==> config.mk <==
export PLATFORM = sky130hd
export DESIGN_NAME = uart_echo_fifo
export DESIGN_NICKNAME = d
export VERILOG_FILES = /design/src/rtl/uart_pkg.sv /design/src/rtl/sync_fifo.sv /design/src/rtl/uart_echo_fifo.sv
export SDC_FILE = /design/constraint.sdc
export NUM_CORES = 1
export LEC_CHECK = 0
export CORE_UTILIZATION = 55
export DETAILED_ROUTE_END_ITERATION = 7
export HOLD_SLACK_MARGIN = 0.06
export PLACE_DENSITY_LB_ADDON = 0.15
export RECOVER_POWER = 25
export SLEW_MARGIN = 20
export SYNTH_ARGS = -nofsm -noshare
export SYNTH_HDL_FRONTEND = slang
export SYNTH_SLANG_ARGS = --single-unit
==> constraint.sdc <==
create_clock -name clk -period 4.4 [get_ports clk]
set_input_delay 0.88 -clock clk [delete_from_list [all_inputs] [get_ports clk]]
set_output_delay 0.88 -clock clk [all_outputs]
set_load 0.03 [all_outputs]
==> src/rtl/uart_pkg.sv <==
// Shared definitions for the UART echo path: transform mode encodings, ASCII case
// bounds and the per-byte case transform used at FIFO push time.
package uart_pkg;

   typedef enum logic [1:0] {
      MODE_PASS  = 2'd0,
      MODE_UPPER = 2'd1,
      MODE_LOWER = 2'd2,
      MODE_SWAP  = 2'd3
   } mode_e;

   localparam logic [7:0] ASCII_UPPER_MIN = 8'h41;
   localparam logic [7:0] ASCII_UPPER_MAX = 8'h5A;
   localparam logic [7:0] ASCII_LOWER_MIN = 8'h61;
   localparam logic [7:0] ASCII_LOWER_MAX = 8'h7A;
   localparam logic [7:0] CASE_DELTA      = 8'h20;

   function automatic logic [7:0] xform_byte(input logic [1:0] mode, input logic [7:0] b);
      logic       is_upper;
      logic       is_lower;
      logic [7:0] r;
      is_upper = (b >= ASCII_UPPER_MIN) && (b <= ASCII_UPPER_MAX);
      is_lower = (b >= ASCII_LOWER_MIN) && (b <= ASCII_LOWER_MAX);
      r = b;
      case (mode_e'(mode))
         MODE_UPPER: if (is_lower) r = b - CASE_DELTA;
         MODE_LOWER: if (is_upper) r = b + CASE_DELTA;
         MODE_SWAP: begin
            if (is_lower) begin
               r = b - CASE_DELTA;
            end else if (is_upper) begin
               r = b + CASE_DELTA;
            end
         end
         default: r = b;
      endcase
      return r;
   endfunction

endpackage

==> src/rtl/sync_fifo.sv <==
// Single-clock FIFO with registered storage and a combinational read of the head entry.
// The parent guarantees push only when not full and pop only when not empty.
module sync_fifo #(
   parameter int unsigned DATA_W = 8,
   parameter int unsigned DEPTH  = 16
) (
   input  logic                   clk,
   input  logic                   reset,
   input  logic                   push,
   input  logic                   pop,
   input  logic [DATA_W-1:0]      wdata,
   output logic [DATA_W-1:0]      rdata,
   output logic [$clog2(DEPTH):0] level
);

   localparam int unsigned PTR_W = $clog2(DEPTH);
   localparam logic [PTR_W-1:0] PTR_ONE = 1;
   localparam logic [PTR_W:0]   LVL_ONE = 1;

   logic [DATA_W-1:0] mem [DEPTH];
   logic [PTR_W-1:0]  wr_ptr_q;
   logic [PTR_W-1:0]  rd_ptr_q;
   logic [PTR_W:0]    level_q;

   // Power-of-two depth lets the pointers wrap by plain overflow.
   always_ff @(posedge clk) begin
      if (reset) begin
         wr_ptr_q <= '0;
         rd_ptr_q <= '0;
         level_q  <= '0;
      end else begin
         if (push) wr_ptr_q <= wr_ptr_q + PTR_ONE;
         if (pop)  rd_ptr_q <= rd_ptr_q + PTR_ONE;
         case ({push, pop})
            2'b10:   level_q <= level_q + LVL_ONE;
            2'b01:   level_q <= level_q - LVL_ONE;
            default: level_q <= level_q;
         endcase
      end
   end

   always_ff @(posedge clk) begin
      if (push) mem[wr_ptr_q] <= wdata;
   end

   assign rdata = mem[rd_ptr_q];
   assign level = level_q;

endmodule

==> src/rtl/uart_echo_fifo.sv <==
// Echo path between UART receiver and transmitter: case transform applied at push time,
// buffered in a FIFO, with either backpressure or drop-and-count when full.
module uart_echo_fifo
   import uart_pkg::*;
#(
   parameter int unsigned DATA_W       = 8,
   parameter int unsigned DEPTH        = 16,
   parameter int unsigned DROP_ON_FULL = 0
) (
   input  logic                   clk,
   input  logic                   reset,
   input  logic [1:0]             mode,
   input  logic [DATA_W-1:0]      s_data,
   input  logic                   s_valid,
   output logic                   s_ready,
   output logic [DATA_W-1:0]      m_data,
   output logic                   m_valid,
   input  logic                   m_ready,
   output logic [$clog2(DEPTH):0] level,
   output logic [15:0]            drop_cnt,
   output logic [DATA_W-1:0]      last_out
);

   localparam int unsigned LVL_W = $clog2(DEPTH) + 1;
   localparam logic [LVL_W-1:0] FULL_LVL = LVL_W'(DEPTH);
   localparam bit DROP = (DROP_ON_FULL != 0);

   logic              full;
   logic              push;
   logic              pop;
   logic              drop;
   logic [DATA_W-1:0] wdata;
   logic [15:0]       drop_cnt_q;
   logic [DATA_W-1:0] last_out_q;

   // Gating with reset keeps both handshakes idle during the reset cycle itself.
   assign full    = (level == FULL_LVL);
   assign s_ready = !reset && (DROP || !full);
   assign m_valid = !reset && (level != '0);
   assign push    = !reset && s_valid && !full;
   assign drop    = DROP && !reset && s_valid && full;
   assign pop     = m_valid && m_ready;

   always_comb begin
      wdata      = s_data;
      wdata[7:0] = xform_byte(mode, s_data[7:0]);
   end

   sync_fifo #(
      .DATA_W(DATA_W),
      .DEPTH (DEPTH)
   ) u_fifo (
      .clk  (clk),
      .reset(reset),
      .push (push),
      .pop  (pop),
      .wdata(wdata),
      .rdata(m_data),
      .level(level)
   );

   always_ff @(posedge clk) begin
      if (reset) begin
         drop_cnt_q <= '0;
         last_out_q <= '0;
      end else begin
         if (drop && (drop_cnt_q != 16'hFFFF)) drop_cnt_q <= drop_cnt_q + 16'd1;
         if (pop) last_out_q <= m_data;
      end
   end

   assign drop_cnt = drop_cnt_q;
   assign last_out = last_out_q;

endmodule

# --- After elaboration in Yosys (flattened, before gate mapping) ---
# Memory sizes are Yosys's and may differ from the RTL's. A register that Yosys moved wholly into a read port is not among the register bits.
# Index checks and enable logic that the tools add are counted.
classes:
  shift: 0
  n_lt_le_gt_ge: 4
  n_bitwise: 0
  addsub: 6
  reduce_logical: 11
  n_eq_ne: 6
  div_mod_pow: 0
  multipliers: 0
  muxes: 9
ops:
  columns: ["op", "count"]
  rows:
  - ["two-way mux 8 bit", 3]
  - ["one-hot mux 8 bit (3 select lines)", 1]
  - ["greater-or-equal comparator 8 x 7 -> 1 bit, second input constant", 2]
  - ["less-or-equal comparator 8 x 7 -> 1 bit, second input constant", 2]
  - ["one-hot mux 5 bit (2 select lines)", 1]
  - ["adder 4 x 1 -> 4 bit, second input constant", 2]
  - ["adder 8 x 6 -> 8 bit, second input constant", 1]
  - ["two-way mux 4 bit", 2]
  - ["subtractor 8 x 6 -> 8 bit, second input constant", 1]
  - ["logical AND 1 bit", 7]
  - ["== test 2 bit, second input constant", 3]
  - ["adder 5 x 1 -> 5 bit, second input constant", 1]
  - ["== test 5 bit, second input constant", 1]
  - ["nonzero test 5 bit", 1]
  - ["subtractor 5 x 1 -> 5 bit, second input constant", 1]
  - ["== test 2 x 1 -> 1 bit, second input constant", 2]
  - ["logical NOT 1 bit", 2]
  - ["two-way mux 1 bit", 2]
  - ["nonzero test 2 bit", 1]
word_totals:
  rom_bits: 0
  register_bits: 21
  mem_bits_rw: 128
  latchBits: 0
  mem_count: 1
  elab_cells: 41
memory_table:
  columns: ["memory", "depth", "width", "rd", "rd_ports_with_merged_regs", "wr", "line_no", "rtl"]
  rows:
  - ["u_fifo.mem", 16, 8, 1, 1, 1, "sync_fifo.sv:20", "logic [DATA_W-1:0] mem [DEPTH];"]

# --- Depth between registers and ports, before layout ---
# Gate-level depths: netlist of run 1.
logic_depth:
  depth_word: 5
  ltp_mapped: 10
  depth_no_buf: 9

# --- Cells and area by module ---
# Synthesis of run 1 repeated with hierarchy kept, for this count alone.
hier_totals:
  cells_unflattened: 381
  hier_area_um2: 6461.2
by_module_without_submodules:
  columns: ["mod", "cells_per_inst", "n_inst", "area_per_inst_um2", "seq_area_each_um2"]
  rows:
  - ["sync_fifo", 305, 1, 5815.6, 4184.0]
  - ["uart_echo_fifo", 76, 1, 645.6, 160.2]

# --- Worst setup path after synthesis of run 1 ---
# Ideal clock, no wire load.
synth_timing:
  path_kind: "reg-to-reg"
  start: "register u_fifo.level_q[0], in the netlist u_fifo.level[0]"
  end: "register u_fifo.level_q[4], in the netlist u_fifo.level[4]"
  stages_incl_launch_ff: 11
  synth_period_minus_slack_ns: 3.109
  path_slack_ns: 1.291
  n_path_buf: 1
  setup_time_ns: 0.121
  arrival_time_ns: 2.989
  path_cell_list: "dfxtp_1 or4_4 o21ai_2 buf_2 inv_1 ha_1 fa_1 a21o_1 a21oi_1 mux2i_1 mux2_2"
synth_via:
  elab_chain_cells: 5
synth_rtl:
  columns: ["item", "line_no", "rtl"]
  rows:
  - ["from (decl)", "sync_fifo.sv:23", "logic [PTR_W:0] level_q;"]
  - ["from (signal assigned)", "sync_fifo.sv:35", "2'b10: level_q <= level_q + LVL_ONE;"]
  - ["from (signal assigned)", "sync_fifo.sv:36", "2'b01: level_q <= level_q - LVL_ONE;"]
  - ["from (signal assigned)", "sync_fifo.sv:37", "default: level_q <= level_q;"]
  - ["nonzero test 5 bit *", "uart_echo_fifo.sv:39", "assign m_valid = !reset && (level != '0);"]
  - ["logical AND 1 bit *", "uart_echo_fifo.sv:39", null]
  - ["logical AND 1 bit *", "uart_echo_fifo.sv:42", "assign pop = m_valid && m_ready;"]
  - ["net pop", "uart_echo_fifo.sv:30", "logic pop;"]
  - ["== test 2 x 1 -> 1 bit or == test 2 bit (tied branches)", "sync_fifo.sv:34", "case ({push, pop})"]
  - ["one-hot mux 5 bit (2 select lines) or nonzero test 2 bit (tied branches)", null, null]
# The timed path passes the listed nets; every way through them passes the cells marked *.
# A chain may end at the register's enable or synchronous reset.

==> flow_metrics.tcl, run 1 <==
set metrics [dict create \
    synth_area_leaders "edfxtp_1 59%, mux4_2 11%, dfxtp_1 7.7%, buf_4 2.2%, ha_1 2.1%" \
    path_max_fanout 10 \
    slowest_delay_ns 0.72 \
    hp-class "register to register" \
    setup_viol 0 \
    cap_violations 0 \
    cts_made_buffers 17 \
    die_w_um 111 \
    seq_area_frac_synth_pct 66.9 \
    drt-wirelength-per-cell_um 21.9 \
    synth.mux.area_fraction_pct 11.9 \
    min_to "last_out[6]" \
    initial_core_util_pct 56.6 \
    drtIter0Drc 283 \
    fin_area_mm2 0.00754 \
    hold_viol 0 \
    gr-usage-met3_pct 7.33 \
    syn_to_final_growth_pct 16.1 \
    maxSlewViolCount 0 \
    reg2reg_depth 9 \
    dp_hpwl_mm 8.72 \
    clock_sinks 153 \
    post_dp_cell_area_mm2 0.00698 \
    path_delay_family "buffers and inverters" \
    drive_gt1_share_pct 18.7 \
    synth_ff_type "edfxtp_1" \
    cts-root-buf "clkbuf_16" \
    required_ns 3.52 \
    ant_nets 0 \
    htree_levels 4 \
    diodes 0 \
    remaining_drc_errors 0 \
    worstSetupPathType "register to output port" \
    io_pins 53 \
    finalPower_mw 3.39 \
    drt_pass1_iterations 5 \
    synth_fa_ha_area_share_pct 2.43 \
    p_leak_nw 2.59 \
    grt_pass1_wl_mm 20.6 \
    cp-start-kind "register" \
    synth.largest_area_cell "edfxtp_1" \
    path_cells "buf_4, mux4_2, a211oi_1, nor2_1, clkdlybuf4s50_1" \
    rows 39 \
    synth_warnings 0 \
    vias 3557 \
    grt_util_met1_pct 33.2 \
    cp-end-kind "output port" \
    cts_tree "done" \
    r2r_end "u_fifo.level[4]" \
    synth_top_family_by_area "multiplexers" \
    synth_area_mm2 0.00649 \
    crit_cells 5 \
    synth-xor-area-share_pct 0.809 \
    max_freq_mhz 252 \
    critPathArrivalTime_ns 3.09 \
    grt-busiest-layer "met2" \
    grt_overflow 0 \
    ys_seq_elements 153 \
    die-area_mm2 0.0122 \
    status "finished, final reports clean" \
    nNetsFinal 475 \
    rsz0062_at_grt "false" \
    finalCritPeriodShare_pct 90.2 \
    cts_setup_buffers 0 \
    cts.clk_slew.worst_paths_ns 0.06 \
    worst-path-buf-inv 2 \
    fillers 804 \
    gp_congestion 0.838 \
    antenna_found_initial 0 \
    grt_max_degree 22 \
    grt_pass1_vias 3510 \
    post_cts_resized 0 \
    cpMaxStageDelayCell "dfxtp_1" \
    regToRegStartpoint "u_fifo.level[0]" \
    clk_path_buf_depth 2 \
    reg2reg_slack_ns 1.35 \
    synth_compound_gate_area_share_pct 5.20 \
    fp.dieH_um 111 \
    portBuffers 36 \
    ys_types 51 \
    ir_drop_mv 0.342 \
    power_density_mw_per_mm2 450 \
    wirelength_mm 13.2 \
    clk_latency_ns 0.42 \
    synth_common_cells "128 x edfxtp_1, 32 x mux4_2, 25 x dfxtp_1, 23 x nor2_1, 19 x buf_4" \
    slew_headroom_pct 36.3 \
    min_period_ns 3.97 \
    synth-simple-area-share_pct 7.96 \
    synth_most_common_cell "edfxtp_1" \
    ctsHoldBuffers 0 \
    grt_use_met2_pct 35.1 \
    hold_depth 2 \
    tightest_slew_ns 0.952 \
    skew_ns 0.00647 \
    synthDominantCellAreaShare_pct 59.2 \
    routed_via_density 5.89 \
    fin_tns_setup_ns 0 \
    track_usage_pct 23.9 \
    async_flop_share_pct 0 \
    synth_edf_count 128 \
    core_area_mm2 0.0115 \
    avgSynthCellArea_um2 16.4 \
    syn_inst 397 \
    hold_start "last_out[6]" \
]
## cell families after synthesis
kind of cell / after synthesis
AO/OA/AOI/OAI: 42
XOR/XNOR: 6
adder cells (fa/ha/maj): 12
buffers and inverters: 50
flip-flops: 153
multiplexers: 37
other: 1
AND/OR/NAND/NOR: 96
## routing by layer
layer	part of all wire (%)	vias to the layer above
li1	-	1610
met1	44	1760
met2	46	158
met3	7.0	29
met4	3.0	0
met5	0	-
## sequential cells by signal, indices dropped and copies added, names as in the netlist, named ones only
signal and flops:
u_fifo.mem 128, last_out 8, u_fifo.level 5, u_fifo.rd_ptr_q 4
u_fifo.wr_ptr_q 4
## worst max path at each step
stage / start / end / slack, ns
2_1_floorplan: u_fifo.level[0] / u_fifo.level[4] / 1.29
3_3_place_gp: s_data[0] / u_fifo.mem[14][7] / 0.79
3_5_place_dp: s_data[0] / u_fifo.mem[7][7] / 0.53
4_1_cts: register / m_data[7] / 0.40
5_1_grt: register / m_data[7] / 0.28
6_report: register / m_data[7] / 0.43
## area by class of cell
class                   count  area (µm²)  share of cell area [%]
flip-flops and latches    153        4350                    57.6
multi-input cells         209        1900                    25.1
repair buffers             53         493                    6.54
clock buffers              21         440                    5.84
well taps                 143         179                    2.37
clock inverters            10         128                    1.69
inverters                  15        57.6                   0.763
## worst reg2reg max path: cells and delay by family (launching register included)
family | cells | cell delay, ns
compound gates | 3 | 0.67
fa+ha+maj | 2 | 0.62
mux | 2 | 0.56
simple gates | 1 | 0.58
buf+inv | 1 | 0.14
flops | 1 | 0.38
## layout by cell type (no fill, tap or decap), types with 3 or more instances in the layout
cell	count
buf_4	14
clkinv_1	3
and2_1	8
mux4_2	32
edfxtp_1	128
dlygate4sd3_1	5
and3_1	8
dfxtp_1	24
conb_1	16
clkbuf_16	17
a21oi_1	7
nand3_1	11
clkdlybuf4s50_1	31
nor2b_1	11
xor2_1	4
a211oi_2	5
clkinv_2	3
mux2i_1	4
nand2_1	11
nor4_1	5
nor2_1	23
nand2b_1	9
ha_1	11
a211oi_1	3
inv_1	14
bufinv_16	3
o31ai_1	11
o211ai_1	3
clkbuf_1	6
## where the power goes
part | internal, mW | leakage [nW] | total [mW] | switching (mW)
Sequential | 1.60 | 1.36 | 1.63 | 0.0253
Combinational | 0.146 | 0.962 | 0.356 | 0.210
Clock | 0.880 | 0.273 | 1.41 | 0.527
## per-stage QoR
stage                     util, %  hold WS, ns  setup WS, ns  std cells
after global routing         65.7        0.494         0.280        604
after detailed placement     60.9        0.468         0.534        573
after global placement       60.9        0.467         0.786        573
after floorplan                 -        0.493          1.29        412
after CTS                    65.8        0.476         0.400        604
final                        65.7        0.471         0.433        604
Power figures use the tool's default switching activity.
==> run 2: changes to the inputs <==
Settings changed: ABC_AREA set to 1.
Clock period 4.4 ns to 5.02 ns, I/O delays scaled along.
==> flow_metrics.tcl, run 2 <==
set metrics [dict create \
    core_area_mm2 0.0122 \
    status "finished, final reports clean" \
    antenna_found_initial 0 \
    path_cells "clkdlybuf4s50_1, clkinv_1, nand2_1, inv_1, clkdlybuf4s50_1" \
    top_register "u_fifo.mem" \
    die-area_mm2 0.0131 \
    wirelength_mm 14.1 \
    nNetsFinal 712 \
    clk_latency_ns 0.42 \
    clk_path_buf_depth 2 \
    critPathArrivalTime_ns 3.16 \
    cp-end-kind "output port" \
    cts-root-buf "clkbuf_16" \
    final_util_pct 65.4 \
    p_leak_nw 3.03 \
    vias 4662 \
    ys_types 30 \
    clock_sinks 153 \
    track_usage_pct 23.4 \
    cap_violations 0 \
    synth_area_mm2 0.00695 \
    tightest_slew_ns 1.01 \
    pwr-share-comb_pct 15.8 \
    dpl.cell_count 835 \
    rsz0062_at_grt "false" \
    routed_via_density 5.38 \
    grt_pass1_wl_mm 22.5 \
    synth_ff_type "edfxtp_1" \
    reg2reg_slack_ns 2.23 \
    post_cts_resized 0 \
    power_density_mw_per_mm2 413 \
    drt_pass1_iterations 5 \
    seq_area_frac_synth_pct 62.5 \
    rows 40 \
    synth_most_common_cell "edfxtp_1" \
    die_w_um 114 \
    cts_tree "done" \
    seqPwrFrac_pct 45.2 \
    syn_to_final_growth_pct 14.5 \
    cts_made_buffers 17 \
    gp_congestion 0.848 \
    slew_headroom_pct 32.4 \
    finalCritPeriodShare_pct 82.9 \
    diodes 0 \
    preCtsSetupSlack_ns 0.606 \
    synth_area_leaders "edfxtp_1 55%, dfxtp_1 7.2%, nand2_1 5.5%, nand3_1 5.0%, inv_1 5.0%" \
    maxSlewViolCount 0 \
    synth_warnings 0 \
    fp.dieH_um 114 \
    slowest_delay_ns 0.73 \
    synth_edf_count 128 \
    path_max_fanout 18 \
    cpMaxStageDelayCell "clkdlybuf4s50_1" \
    remaining_drc_errors 0 \
    cp_common_cell "clkdlybuf4s50_1" \
    path_delay_family "buffers and inverters" \
    initial_core_util_pct 57.1 \
    portBuffers 36 \
    clkPwrFrac_pct 39.0 \
    dp_hpwl_mm 9.16 \
    largest_reg_flops 128 \
    layout_setup_ws_ns 0.861 \
    timing.hold.ws_ns 0.477 \
    final_cells 867 \
    htree_levels 4 \
    io_pins 53 \
    intPower_mw 2.41 \
    grt_pass1_vias 4314 \
    ys_seq_elements 153 \
    hold_viol 0 \
    fin_tns_setup_ns 0 \
    cts_setup_buffers 0 \
    drive_gt1_share_pct 8.44 \
    worst-path-buf-inv 4 \
    grt_max_degree 69 \
    grt_overflow 0 \
    avgSynthCellArea_um2 10.6 \
    syn_inst 655 \
    final_common_cell "edfxtp_1" \
    async_flop_share_pct 0 \
    ant_nets 0 \
    required_ns 4.02 \
    fillers 959 \
    ctsHoldBuffers 0 \
    p_switching_mw 0.879 \
    skew_ns 0.00684 \
    max_freq_mhz 240 \
    min_period_ns 4.16 \
    drtIter0Drc 414 \
    synth.largest_area_cell "edfxtp_1" \
    worstSetupPathType "input pin to output port" \
    synth_common_cells "128 x edfxtp_1, 101 x nand2_1, 92 x inv_1, 70 x nand3_1, 43 x a21oi_1" \
    setup_viol 0 \
    switching_share_pct 26.8 \
    synthDominantCellAreaShare_pct 55.3 \
    cp-start-kind "input pin" \
    drt-wirelength-per-cell_um 16.3 \
    hp-class "register to register" \
    cts.clk_slew.worst_paths_ns 0.06 \
    ir_drop_mv 0.263 \
    final_cell_mix "128 x edfxtp_1, 101 x nand2_1, 92 x inv_1" \
]
-- run 2: cell types whose count changed in the layout (fill, tap and decap cells not counted), moves of 12 or more --
cell,change
buf_4,-12
nand2_1,+90
inv_1,+78
o211ai_1,+19
o21ai_0,+35
nand3_1,+59
a21oi_1,+36
mux4_2,-32
nor2_1,+15
-- run 2: cells by family after synthesis --
logic type | after synthesis | synth area share (%)
compound gates | 117 | 10.5
xor+xnor | 10 | 1.26
fa+ha+maj | 12 | 2.27
buf+inv | 140 | 9.42
flops | 153 | 62.5
other cells | 1 | 0.0540
simple gates | 222 | 14.0
-- run 2: area by class of cell --
cell class | instances | area [µm²] | share of cell area (%)
clock buffer | 23 | 533 | 6.70
clock inverter | 9 | 80.1 | 1.01
inverter | 95 | 357 | 4.48
multi-input combinational | 377 | 2010 | 25.2
sequential | 153 | 4350 | 54.6
tap | 168 | 210 | 2.64
timing repair buffer | 42 | 423 | 5.31
-- run 2: worst paths after layout --
check | to | cells after the start | startpoint
max | s_ready | 5 | reset
min | last_out[4] | 2 | last_out[4]
max reg2reg | u_fifo.level[4] | 11 | u_fifo.level[0]
min reg2reg | last_out[4] | 2 | last_out[4]
-- run 2: power groups by stage --
stage               Clock, mW  Sequential, mW  Combinational (mW)
floorplan                   0            1.52               0.343
global placement            0            1.51               0.508
detailed placement          0            1.51               0.520
CTS                      1.30            1.49               0.523
global route             1.34            1.49               0.569
finish                   1.28            1.49               0.519
-- run 2: metal layers --
metal	track usage [%]	share of wire, %	routed length [µm]	up-vias
li1	-	-	-	2260
met4	9.44	2.4	341	0
met1	33.0	44	6180	2212
met3	5.24	6.9	966	25
met2	35.3	47	6610	165
met5	0	0	0	-
-- run 2: worst min-delay path, stage by stage (launching register included) --
cell,delay (ns)
dfxtp_1,0.31
nand3_1,0.07
nand2_1,0.05
-- run 2: through the flow --
stage	cell area (µm²)	total power, mW
after CTS	7970	3.31
after global placement	7350	2.02
after floorplan	7010	1.86
after global routing	7960	3.41
after detailed placement	7350	2.03
final	7960	3.28
